File: src/rtl/pmem_arbiter_pkg.sv
`default_nettype none
// ============================================================================
// Module   : pmem_arb_types (package)
// Purpose  : Shared types and default sizes for the physical-memory arbiter.
// Revision : 1.0 - initial release
// ============================================================================
package pmem_arb_types;

   localparam int STARVE_CNT_W     = 4;
   localparam int PERF_CNT_W       = 32;
   localparam int DEF_ADDR_WIDTH   = 16;
   localparam int DEF_LINE_WIDTH   = 128;
   localparam int DEF_STARVE_LIMIT = 4;

   typedef enum logic [1:0] {
      IDLE    = 2'd0,
      SERVE_I = 2'd1,
      SERVE_D = 2'd2
   } arb_state_t;

endpackage
`default_nettype wire

File: src/rtl/pmem_arbiter_if.sv
`default_nettype none
// ============================================================================
// Module   : pmem_arbiter_if
// Purpose  : Bundles the i-cache, d-cache and physical-memory line buses that
//            meet at the arbiter. The master view belongs to the arbiter, the
//            slave view to the caches and memory around it.
// Revision : 1.0 - initial release
// ============================================================================
interface pmem_arbiter_if #(
   parameter int ADDR_WIDTH = pmem_arb_types::DEF_ADDR_WIDTH,
   parameter int LINE_WIDTH = pmem_arb_types::DEF_LINE_WIDTH
);
   // i-cache side (read only)
   logic                  i_pmem_read;
   logic [ADDR_WIDTH-1:0] i_pmem_address;
   logic                  i_pmem_resp;
   logic [LINE_WIDTH-1:0] i_pmem_rdata;
   // d-cache side (read / writeback)
   logic                  d_pmem_read;
   logic                  d_pmem_write;
   logic [ADDR_WIDTH-1:0] d_pmem_address;
   logic [LINE_WIDTH-1:0] d_pmem_wdata;
   logic                  d_pmem_resp;
   logic [LINE_WIDTH-1:0] d_pmem_rdata;
   // physical memory side
   logic                  pmem_read;
   logic                  pmem_write;
   logic [ADDR_WIDTH-1:0] pmem_address;
   logic [LINE_WIDTH-1:0] pmem_wdata;
   logic                  pmem_resp;
   logic [LINE_WIDTH-1:0] pmem_rdata;

   modport master (
      input  i_pmem_read, i_pmem_address,
      input  d_pmem_read, d_pmem_write, d_pmem_address, d_pmem_wdata,
      input  pmem_resp, pmem_rdata,
      output i_pmem_resp, i_pmem_rdata, d_pmem_resp, d_pmem_rdata,
      output pmem_read, pmem_write, pmem_address, pmem_wdata
   );

   modport slave (
      output i_pmem_read, i_pmem_address,
      output d_pmem_read, d_pmem_write, d_pmem_address, d_pmem_wdata,
      output pmem_resp, pmem_rdata,
      input  i_pmem_resp, i_pmem_rdata, d_pmem_resp, d_pmem_rdata,
      input  pmem_read, pmem_write, pmem_address, pmem_wdata
   );

endinterface
`default_nettype wire

File: src/rtl/pmem_arbiter_starve_ctr.sv
`default_nettype none
// ============================================================================
// Module   : pmem_arb_starve_ctr
// Purpose  : Saturating count of d-cache grants taken while the i-cache was
//            waiting. at_limit_o tells the arbiter to hand the next contended
//            grant to the i-cache.
// Revision : 1.0 - initial release
// ============================================================================
module pmem_arb_starve_ctr
   import pmem_arb_types::*;
(
   input  logic                    clk,
   input  logic                    reset,      // asynchronous, active-low
   input  logic                    inc_i,
   input  logic                    clr_i,
   input  logic [STARVE_CNT_W-1:0] limit_i,
   output logic                    at_limit_o
);

   logic [STARVE_CNT_W-1:0] cnt_q;
   logic [STARVE_CNT_W-1:0] cnt_d;

   // clear wins over increment; increment stops once the limit is reached
   always_comb begin
      cnt_d = cnt_q;
      if (clr_i) begin
         cnt_d = '0;
      end else if (inc_i && (cnt_q < limit_i)) begin
         cnt_d = cnt_q + 1'b1;
      end
   end

   // counter register
   always_ff @(posedge clk or negedge reset) begin
      if (!reset) begin
         cnt_q <= '0;
      end else begin
         cnt_q <= cnt_d;
      end
   end

   assign at_limit_o = (cnt_q >= limit_i);

endmodule
`default_nettype wire

File: src/rtl/pmem_arbiter.sv
`default_nettype none
// ============================================================================
// Module   : pmem_arbiter
// Purpose  : Shares one physical-memory line port between the i-cache and the
//            d-cache. The d-cache has fixed priority; a starvation counter
//            forces an i-cache grant after STARVE_LIMIT consecutive contended
//            d-cache grants. A grant lasts until pmem_resp (or until the
//            granted requester withdraws), and is always followed by at least
//            one IDLE cycle.
//            Optional macro PMEM_ARB_PERF_CNT_EN adds saturating 32-bit grant
//            and conflict counters.
// Revision : 1.0 - initial release
// ============================================================================
module pmem_arbiter
   import pmem_arb_types::*;
#(
   parameter int ADDR_WIDTH   = DEF_ADDR_WIDTH,
   parameter int LINE_WIDTH   = DEF_LINE_WIDTH,
   parameter int STARVE_LIMIT = DEF_STARVE_LIMIT   // legal range 1..15
) (
   input  logic                  clk,
   input  logic                  reset,            // asynchronous, active-low
`ifdef PMEM_ARB_PERF_CNT_EN
   output logic [PERF_CNT_W-1:0] i_grant_cnt,
   output logic [PERF_CNT_W-1:0] d_grant_cnt,
   output logic [PERF_CNT_W-1:0] conflict_cnt,
`endif
   pmem_arbiter_if.master        bus
);

   localparam logic [STARVE_CNT_W-1:0] c_limit = STARVE_CNT_W'(STARVE_LIMIT);

   arb_state_t            state_q;
   arb_state_t            state_d;

   logic                  w_i_req;
   logic                  w_d_req;
   logic                  w_at_limit;
   logic                  w_starve_inc;
   logic                  w_starve_clr;

   logic                  w_read;
   logic                  w_write;
   logic [ADDR_WIDTH-1:0] w_addr;
   logic [LINE_WIDTH-1:0] w_wdata;
   logic                  w_i_resp;
   logic                  w_d_resp;

   assign w_i_req = bus.i_pmem_read;
   assign w_d_req = bus.d_pmem_read | bus.d_pmem_write;

   // grant decision in IDLE; a SERVE state ends on resp or on withdrawal
   always_comb begin
      state_d = state_q;
      case (state_q)
         IDLE: begin
            if (w_i_req && w_d_req) begin
               state_d = w_at_limit ? SERVE_I : SERVE_D;
            end else if (w_d_req) begin
               state_d = SERVE_D;
            end else if (w_i_req) begin
               state_d = SERVE_I;
            end
         end
         SERVE_I: begin
            if (bus.pmem_resp || !w_i_req) begin
               state_d = IDLE;
            end
         end
         SERVE_D: begin
            if (bus.pmem_resp || !w_d_req) begin
               state_d = IDLE;
            end
         end
         default: state_d = IDLE;
      endcase
   end

   // arbitration state register; reset drops every strobe immediately
   always_ff @(posedge clk or negedge reset) begin
      if (!reset) begin
         state_q <= IDLE;
      end else begin
         state_q <= state_d;
      end
   end

   // the counter only moves in IDLE cycles, where grants are decided
   assign w_starve_inc = (state_q == IDLE) && (state_d == SERVE_D) && w_i_req;
   assign w_starve_clr = (state_q == IDLE) && ((state_d == SERVE_I) || !w_i_req);

   pmem_arb_starve_ctr u_starve (
      .clk        (clk),
      .reset      (reset),
      .inc_i      (w_starve_inc),
      .clr_i      (w_starve_clr),
      .limit_i    (c_limit),
      .at_limit_o (w_at_limit)
   );

   // memory strobes follow the granted requester's live signals
   always_comb begin
      w_read   = 1'b0;
      w_write  = 1'b0;
      w_addr   = '0;
      w_wdata  = '0;
      w_i_resp = 1'b0;
      w_d_resp = 1'b0;
      case (state_q)
         SERVE_I: begin
            w_read   = bus.i_pmem_read;
            w_addr   = bus.i_pmem_address;
            w_i_resp = bus.pmem_resp;
         end
         SERVE_D: begin
            w_read   = bus.d_pmem_read;
            w_write  = bus.d_pmem_write;
            w_addr   = bus.d_pmem_address;
            w_wdata  = bus.d_pmem_wdata;
            w_d_resp = bus.pmem_resp;
         end
         default: ;
      endcase
   end

   assign bus.pmem_read    = w_read;
   assign bus.pmem_write   = w_write;
   assign bus.pmem_address = w_addr;
   assign bus.pmem_wdata   = w_wdata;
   assign bus.i_pmem_resp  = w_i_resp;
   assign bus.d_pmem_resp  = w_d_resp;
   // read data is broadcast; only resp qualifies it
   assign bus.i_pmem_rdata = bus.pmem_rdata;
   assign bus.d_pmem_rdata = bus.pmem_rdata;

`ifdef PMEM_ARB_PERF_CNT_EN
   logic [PERF_CNT_W-1:0] i_grant_cnt_q;
   logic [PERF_CNT_W-1:0] d_grant_cnt_q;
   logic [PERF_CNT_W-1:0] conflict_cnt_q;
   logic                  w_i_entry;
   logic                  w_d_entry;
   logic                  w_conflict;

   assign w_i_entry  = (state_q == IDLE) && (state_d == SERVE_I);
   assign w_d_entry  = (state_q == IDLE) && (state_d == SERVE_D);
   // IDLE with both requests pending always leaves IDLE on this edge
   assign w_conflict = (state_q == IDLE) && w_i_req && w_d_req;

   // saturating grant and conflict statistics
   always_ff @(posedge clk or negedge reset) begin
      if (!reset) begin
         i_grant_cnt_q  <= '0;
         d_grant_cnt_q  <= '0;
         conflict_cnt_q <= '0;
      end else begin
         if (w_i_entry && (i_grant_cnt_q != '1)) begin
            i_grant_cnt_q <= i_grant_cnt_q + 1'b1;
         end
         if (w_d_entry && (d_grant_cnt_q != '1)) begin
            d_grant_cnt_q <= d_grant_cnt_q + 1'b1;
         end
         if (w_conflict && (conflict_cnt_q != '1)) begin
            conflict_cnt_q <= conflict_cnt_q + 1'b1;
         end
      end
   end

   assign i_grant_cnt  = i_grant_cnt_q;
   assign d_grant_cnt  = d_grant_cnt_q;
   assign conflict_cnt = conflict_cnt_q;
`endif

endmodule
`default_nettype wire

File: src/flat_wrapper.sv
// flat-port wrapper written by rule: the top's interface ports become plain ports
module pmem_arbiter_flat import pmem_arb_types::*;
#(
   parameter int ADDR_WIDTH   = DEF_ADDR_WIDTH,
   parameter int LINE_WIDTH   = DEF_LINE_WIDTH,
   parameter int STARVE_LIMIT = DEF_STARVE_LIMIT                       
)
  (clk, reset, bus_i_pmem_read, bus_i_pmem_address, bus_d_pmem_read, bus_d_pmem_write, bus_d_pmem_address, bus_d_pmem_wdata, bus_pmem_resp, bus_pmem_rdata, bus_i_pmem_resp, bus_i_pmem_rdata, bus_d_pmem_resp, bus_d_pmem_rdata, bus_pmem_read, bus_pmem_write, bus_pmem_address, bus_pmem_wdata);
  pmem_arbiter_if #(.ADDR_WIDTH(ADDR_WIDTH), .LINE_WIDTH(LINE_WIDTH)) bus_i ();
  input  logic clk;
  input  logic reset;
  input wire logic [$bits(bus_i.i_pmem_read)-1:0] bus_i_pmem_read;
  input wire logic [$bits(bus_i.i_pmem_address)-1:0] bus_i_pmem_address;
  input wire logic [$bits(bus_i.d_pmem_read)-1:0] bus_d_pmem_read;
  input wire logic [$bits(bus_i.d_pmem_write)-1:0] bus_d_pmem_write;
  input wire logic [$bits(bus_i.d_pmem_address)-1:0] bus_d_pmem_address;
  input wire logic [$bits(bus_i.d_pmem_wdata)-1:0] bus_d_pmem_wdata;
  input wire logic [$bits(bus_i.pmem_resp)-1:0] bus_pmem_resp;
  input wire logic [$bits(bus_i.pmem_rdata)-1:0] bus_pmem_rdata;
  output wire logic [$bits(bus_i.i_pmem_resp)-1:0] bus_i_pmem_resp;
  output wire logic [$bits(bus_i.i_pmem_rdata)-1:0] bus_i_pmem_rdata;
  output wire logic [$bits(bus_i.d_pmem_resp)-1:0] bus_d_pmem_resp;
  output wire logic [$bits(bus_i.d_pmem_rdata)-1:0] bus_d_pmem_rdata;
  output wire logic [$bits(bus_i.pmem_read)-1:0] bus_pmem_read;
  output wire logic [$bits(bus_i.pmem_write)-1:0] bus_pmem_write;
  output wire logic [$bits(bus_i.pmem_address)-1:0] bus_pmem_address;
  output wire logic [$bits(bus_i.pmem_wdata)-1:0] bus_pmem_wdata;
  assign bus_i.i_pmem_read = bus_i_pmem_read;
  assign bus_i.i_pmem_address = bus_i_pmem_address;
  assign bus_i.d_pmem_read = bus_d_pmem_read;
  assign bus_i.d_pmem_write = bus_d_pmem_write;
  assign bus_i.d_pmem_address = bus_d_pmem_address;
  assign bus_i.d_pmem_wdata = bus_d_pmem_wdata;
  assign bus_i.pmem_resp = bus_pmem_resp;
  assign bus_i.pmem_rdata = bus_pmem_rdata;
  assign bus_i_pmem_resp = bus_i.i_pmem_resp;
  assign bus_i_pmem_rdata = bus_i.i_pmem_rdata;
  assign bus_d_pmem_resp = bus_i.d_pmem_resp;
  assign bus_d_pmem_rdata = bus_i.d_pmem_rdata;
  assign bus_pmem_read = bus_i.pmem_read;
  assign bus_pmem_write = bus_i.pmem_write;
  assign bus_pmem_address = bus_i.pmem_address;
  assign bus_pmem_wdata = bus_i.pmem_wdata;
  pmem_arbiter #(.ADDR_WIDTH(ADDR_WIDTH), .LINE_WIDTH(LINE_WIDTH), .STARVE_LIMIT(STARVE_LIMIT)) u_core (.clk(clk), .reset(reset), .bus(bus_i));
endmodule
File: config.mk
export PLATFORM = sky130hd
export DESIGN_NAME = pmem_arbiter_flat
export DESIGN_NICKNAME = d
export VERILOG_FILES = /design/src/rtl/pmem_arbiter_pkg.sv /design/src/rtl/pmem_arbiter_if.sv /design/src/rtl/pmem_arbiter_starve_ctr.sv /design/src/rtl/pmem_arbiter.sv /design/src/flat_wrapper.sv
export SDC_FILE = /design/constraint.sdc
export NUM_CORES = 1
export LEC_CHECK = 0
export ABC_AREA = 1
export BUFFER_PORTS_ARGS = -buffer_cell sky130_fd_sc_hd__buf_2
export CAP_MARGIN = 30
export CORE_AREA = 2 2 270 272
export CTS_CLUSTER_DIAMETER = 100
export DETAILED_ROUTE_END_ITERATION = 12
export DIE_AREA = 0 0 272 274
export SYNTH_ARGS = -nofsm -noshare
export SYNTH_HDL_FRONTEND = slang
export SYNTH_SLANG_ARGS = --single-unit
File: constraint.sdc
create_clock -name clk -period 2.2 [get_ports clk]
set_clock_uncertainty 0.05 [all_clocks]
set_input_delay 0.44 -clock clk [delete_from_list [all_inputs] [get_ports clk]]
set_output_delay 0.44 -clock clk [all_outputs]
set_load 0.02 [all_outputs]
# ---- Word-level counts from Yosys, hierarchy flattened
# Index checks and enable logic that the tools add are counted.
dict set report word_totals {
  elab_cells 37
  output_inout_bits 404
  inputBits 294
  latchBits 0
  reg_bits 6
  mem_count 0
  ram_bits 0
  romBits 0
}
dict set report classes {
  mul 0
  n_lt_le_gt_ge 2
  n_reduce_logical 12
  div 0
  n_addsub 1
  eq_ne 4
  bitwise_logic 1
  muxes 15
  shift 0
}
# op count
set op_table {}
lappend op_table {{128-bit two-way mux} 1}
lappend op_table {{16-bit case mux with 2 select lines} 1}
lappend op_table {{2-bit two-way mux} 6}
lappend op_table {{4-bit two-way mux} 2}
lappend op_table {{2-bit case mux with 3 select lines} 1}
lappend op_table {{1-bit logical AND} 5}
lappend op_table {{4-bit by 1-bit adder with 4-bit output, second input constant} 1}
lappend op_table {{2-bit by 1-bit equality test with 1-bit output, second input constant} 2}
lappend op_table {{2-bit equality test, second input constant} 2}
lappend op_table {{4-bit by 3-bit >= comparator with 1-bit output, second input constant} 1}
lappend op_table {{4-bit by 3-bit less-than comparator with 1-bit output, second input constant} 1}
lappend op_table {{1-bit logical OR} 3}
lappend op_table {{1-bit two-way mux} 3}
lappend op_table {{1-bit zero test} 2}
lappend op_table {{2-bit zero test} 1}
lappend op_table {{1-bit case mux with 2 select lines} 1}
lappend op_table {{2-bit nonzero test} 1}
lappend op_table {{1-bit bitwise OR} 1}

# ---- Longest topological paths before layout
dict set report logic_depth {
  ltp_word 11
  ltp_mapped 12
}

# ---- Modules after synthesis
# From an unflattened synthesis, not the netlist that was laid out.
dict set report hier_totals {
  cells_unflattened 679
  hier_area_um2 3837.4
}
# module instances cells_each area_per_inst_um2 seq_area_each_um2
set modules_own_cells {}
lappend modules_own_cells {pmem_arbiter 1 629 3492.1 50.0}
lappend modules_own_cells {pmem_arb_starve_ctr 1 50 345.3 100.1}

# ---- Worst setup path after synthesis
# OpenSTA, ideal clock, no wires.
dict set report synth_path {
  path_type {register to output}
  startpoint {register u_core.state_q[0]}
  endpoint {output bus_pmem_address[14]}
  stages_incl_launch_ff 7
  required_time_ns 1.710
  setup_slack_ns 0.185
  arrival_time_ns 1.525
  path_buffers 2
  cell_sequence {dfrtp_1 -> inv_1 -> ha_1 -> buf_2 -> clkbuf_1 -> nand2_1 -> a21oi_1}
}
dict set report synth_via {
  elab_chain_len 2
  word_cells_on_any_way 3
}
# element line
set synth_rtl {}
lappend synth_rtl {{start, declared} pmem_arbiter.sv:33} ;# arb_state_t state_q;
lappend synth_rtl {{start signal, assigned} pmem_arbiter.sv:84} ;# state_q <= state_d;
lappend synth_rtl {{2-bit equality test / 2-bit by 1-bit equality test with 1-bit output (equally long branches)} pmem_arbiter.sv:109} ;# case (state_q)
lappend synth_rtl {{16-bit case mux with 2 select lines (*)} pmem_arbiter.sv:109}
lappend synth_rtl {{end, declared} flat_wrapper.sv:26} ;# output wire logic [$bits(bus_i.pmem_address)-1:0] bus_pmem_address;
# Every way passes the cells marked *; elsewhere a longest branch is shown, timed or not.

# ---- Worst setup path after layout
dict set report layout_path {
  startpoint {register u_core.state_q[0]}
  endpoint {output bus_pmem_address[11]}
}
# Same word-level chain as after synthesis.

==> key figures <==
Flow run
  • Max-Cap Viols: 0

Clocking
  • Maximum clock path buffer count: 2
  • TritonCTS clock tree: yes
  • CTS clock-pin slew for the worst setup and hold paths: 0.03 ns
  • CTS Buf Count: 3
  • Worst-skew pair later-pin latency: 0.22 ns
  • # clock sinks: 6
  • Root buf cell: clkbuf_16
  • H-tree levels: 1

Cells and area
  • Commonest non-fill, non-tap cells in the layout: buf_2 (297), nand2_1 (178), inv_1 (144), buf_4 (19), a21oi_1 (9)
  • Layout Area Growth over Synthesis: 33.7%
  • Fin util: 0.0680
  • Share of post-route cells with drive strength above 1: 0.497
  • Commonest non-fill, non-tap cell in the layout: buf_2
  • Final net count: ~1000
  • Final Instance Count excl. Fillers: 1676

Min path
  • Class of the worst hold path: reg2reg
  • Hold depth: 2

STA
  • Tcrit/Tclk final: 0.983
  • RSZ-0062 raised after global routing: true
  • Hold Fails Final Rpt: 0
  • Slew HR: 0.795
  • Hold WS: about 0.47 ns
  • Slew Limit Fails: 0
  • Crit path time final: 2.16 ns
  • Worst-Margin Slew: approximately 0.3 ns
  • Number of setup violations in the final report: 0
  • Final WS setup: between 0.03 and 0.04 ns
  • Sum Neg Setup Slack: 0 ns
  • F_max: around 0.46 GHz

Worst setup path
  • Critical path launch point type: flip-flop
  • Cells on worst reg2reg path: 12
  • Max stage delay on crit path: between 0.4 and 0.5 ns
  • Critical path depth: 7
  • WP buf/inv: 4
  • Delay-heaviest family, CP: buffers and inverters
  • Crit end category: primary output
  • CP max FO: 5
  • WP data required: between 1.5 and 2 ns
  • Crit Path Category: reg2out
  • CP most frequent cell: buf_6
  • Critical Path AT: 1.67 ns
  • Crit path max-delay cell type: dfrtp_1
  • Cell chain of the critical path: inv_2, ha_4, buf_6, clkbuf_16, nand2_1, a21oi_2, buf_6

Floorplan
  • Initial Util: 0.0508
  • Core Rows: 99
  • Chip Width: around 270 um
  • Die area: between 0.07 and 0.08 sq mm
  • Core area: roughly 0.07 sq mm
  • Die H: 274 um
  • Boundary Pins: 698

Status
  • Outcome: finished, final reports clean

Global routing
  • Gr usage total: 0.0891
  • Largest net degree at the start of global routing: 25
  • Global-route wire length before repair: between 40000 and 50000 um
  • Total gr overflow: 0
  • Vias in the first global route: between 3000 and 4000
  • Antenna violations before repair: 55

Drt
  • DRT Wirelength: about 36000 um
  • Antenna violation net count after detailed routing: 0
  • First DRT Iteration DRCs: between 100 and 150
  • Routed len/inst: 21.2 um
  • DR DRC count: 0
  • Avg Vias per Cell: 2.44
  • First-pass DRT Iterations: 8
  • DR vias: just over 4000

Yosys
  • Cells taking the most area after synthesis: buf_4 (53%), nand2_1 (18%), inv_1 (15%)
  • FF+latch count, synth: 6
  • Mapped cell area: around 0.0037 sq mm
  • Sequential-to-total area share from yosys stat: 0.0410
  • Yosys cell types: 22
  • Yosys Warn Count: 0
  • Post-synth top area cell: buf_4
  • Mapped Cells: approximately 650
  • Syn Nets: 950
  • Syn_area_per_cell: around 5.6 sq um
  • Share of the synthesized area in the top cell type: 0.527

Pwr
  • Leak Pwr: 3.24 nW
  • Worst vdd ir: 0.452 mV
  • PD cells: about 1000 mW/mm^2

Placement
  • Detail Placement HPWL: roughly 32000 um
  • Pre-CTS WS: -0.118 ns
  • Placed cells: 1660
  • RePlAce Congestion: a little over 0.8
  • PortBufs: roughly 310
## sequential cells by signal (all words and copies together) (netlist names)
register,cells
u_core.state_q,2
u_core.u_starve.cnt_q,4
## tightest hold or removal path: stages, from the launching register on
cell and delay [ns]:
dfrtp_1 0.31, inv_1 0.06, nor2_1 0.10
## Yosys cell counts, drive strengths merged
library cell    n
nor2            6
buf           266
o21ai           2
ha              5
o21bai          2
nand2         179
a21oi          19
nand4           1
inv           146
clkbuf          9
nand3b          1
nand3           8
clkinv          1
dfrtp           6
## layout make-up
| cell class | instances | area [sq um] |
|---|---|---|
| clock buffer | 3 | 75.1 |
| inverter | 147 | 553 |
| fill | 8559 | 67100 |
| timing repair buffer | 333 | 1870 |
| antenna | 5 | 12.5 |
| sequential | 6 | 150 |
| tap | 959 | 1200 |
| multi-input combinational | 223 | 1030 |
## per-stage QoR
step	power (mW)	cell area, sq um
final	5.06	4890
after global routing	5.49	4880
after CTS	5.26	4880
after detailed placement	4.38	4560
after global placement	4.33	4560
after floorplan	3.12	3660
## cells by family (layout without fill, tap and decap cells)
kind of cell               Yosys count  in the layout  synth area share
AOI/OAI and AO/OA                   23             23            0.0339
and+or+nand+nor                    195            195             0.209
DFF                                  6              6            0.0410
other                                0              5                 0
buffers and inverters              422            483             0.699
adders and majority gates            5              5            0.0171
## per-layer routing
layer	wire length (um)	vias up	global-route usage
met3	6200	228	0.0692
met5	378	-	0
li1	-	1704	-
met4	2240	54	0.0441
met1	11000	1603	0.0767
met2	15800	500	0.150
## report_power, final
part	total (mW)	internal [mW]	switching, mW	leakage (nW)
clock	0.289	0.233	0.0566	0.0370
combinational	4.61	1.51	3.10	3.13
sequential	0.161	0.140	0.0207	0.0806
total	5.06	1.88	3.18	3.24
## repair_timing
item,4_1_cts,5_1_grt
setup buffers,4,1
setup endpoints to repair,70,53
cloned,3,1
hold endpoints to repair,6,0
pin swaps,1,2
hold buffers,1,0
gates resized for setup,25,15
## final timing paths
check                                                startpoint                              endpoint  slack, ns
hold / removal             u_core.u_starve.cnt_q[3]$_DFFE_PN0P_  u_core.u_starve.cnt_q[3]$_DFFE_PN0P_       0.47
setup reg to reg                    u_core.state_q[1]$_DFF_PN0_  u_core.u_starve.cnt_q[0]$_DFFE_PN0P_       0.26
max in group asynchronous                                 reset           u_core.state_q[0]$_DFF_PN0_       1.41
setup / recovery                    u_core.state_q[0]$_DFF_PN0_                  bus_pmem_address[11]       0.04
min in group asynchronous                                 reset  u_core.u_starve.cnt_q[1]$_DFFE_PN0P_       0.55
hold reg to reg            u_core.u_starve.cnt_q[3]$_DFFE_PN0P_  u_core.u_starve.cnt_q[3]$_DFFE_PN0P_       0.47
(Power assumes the default switching activity.)
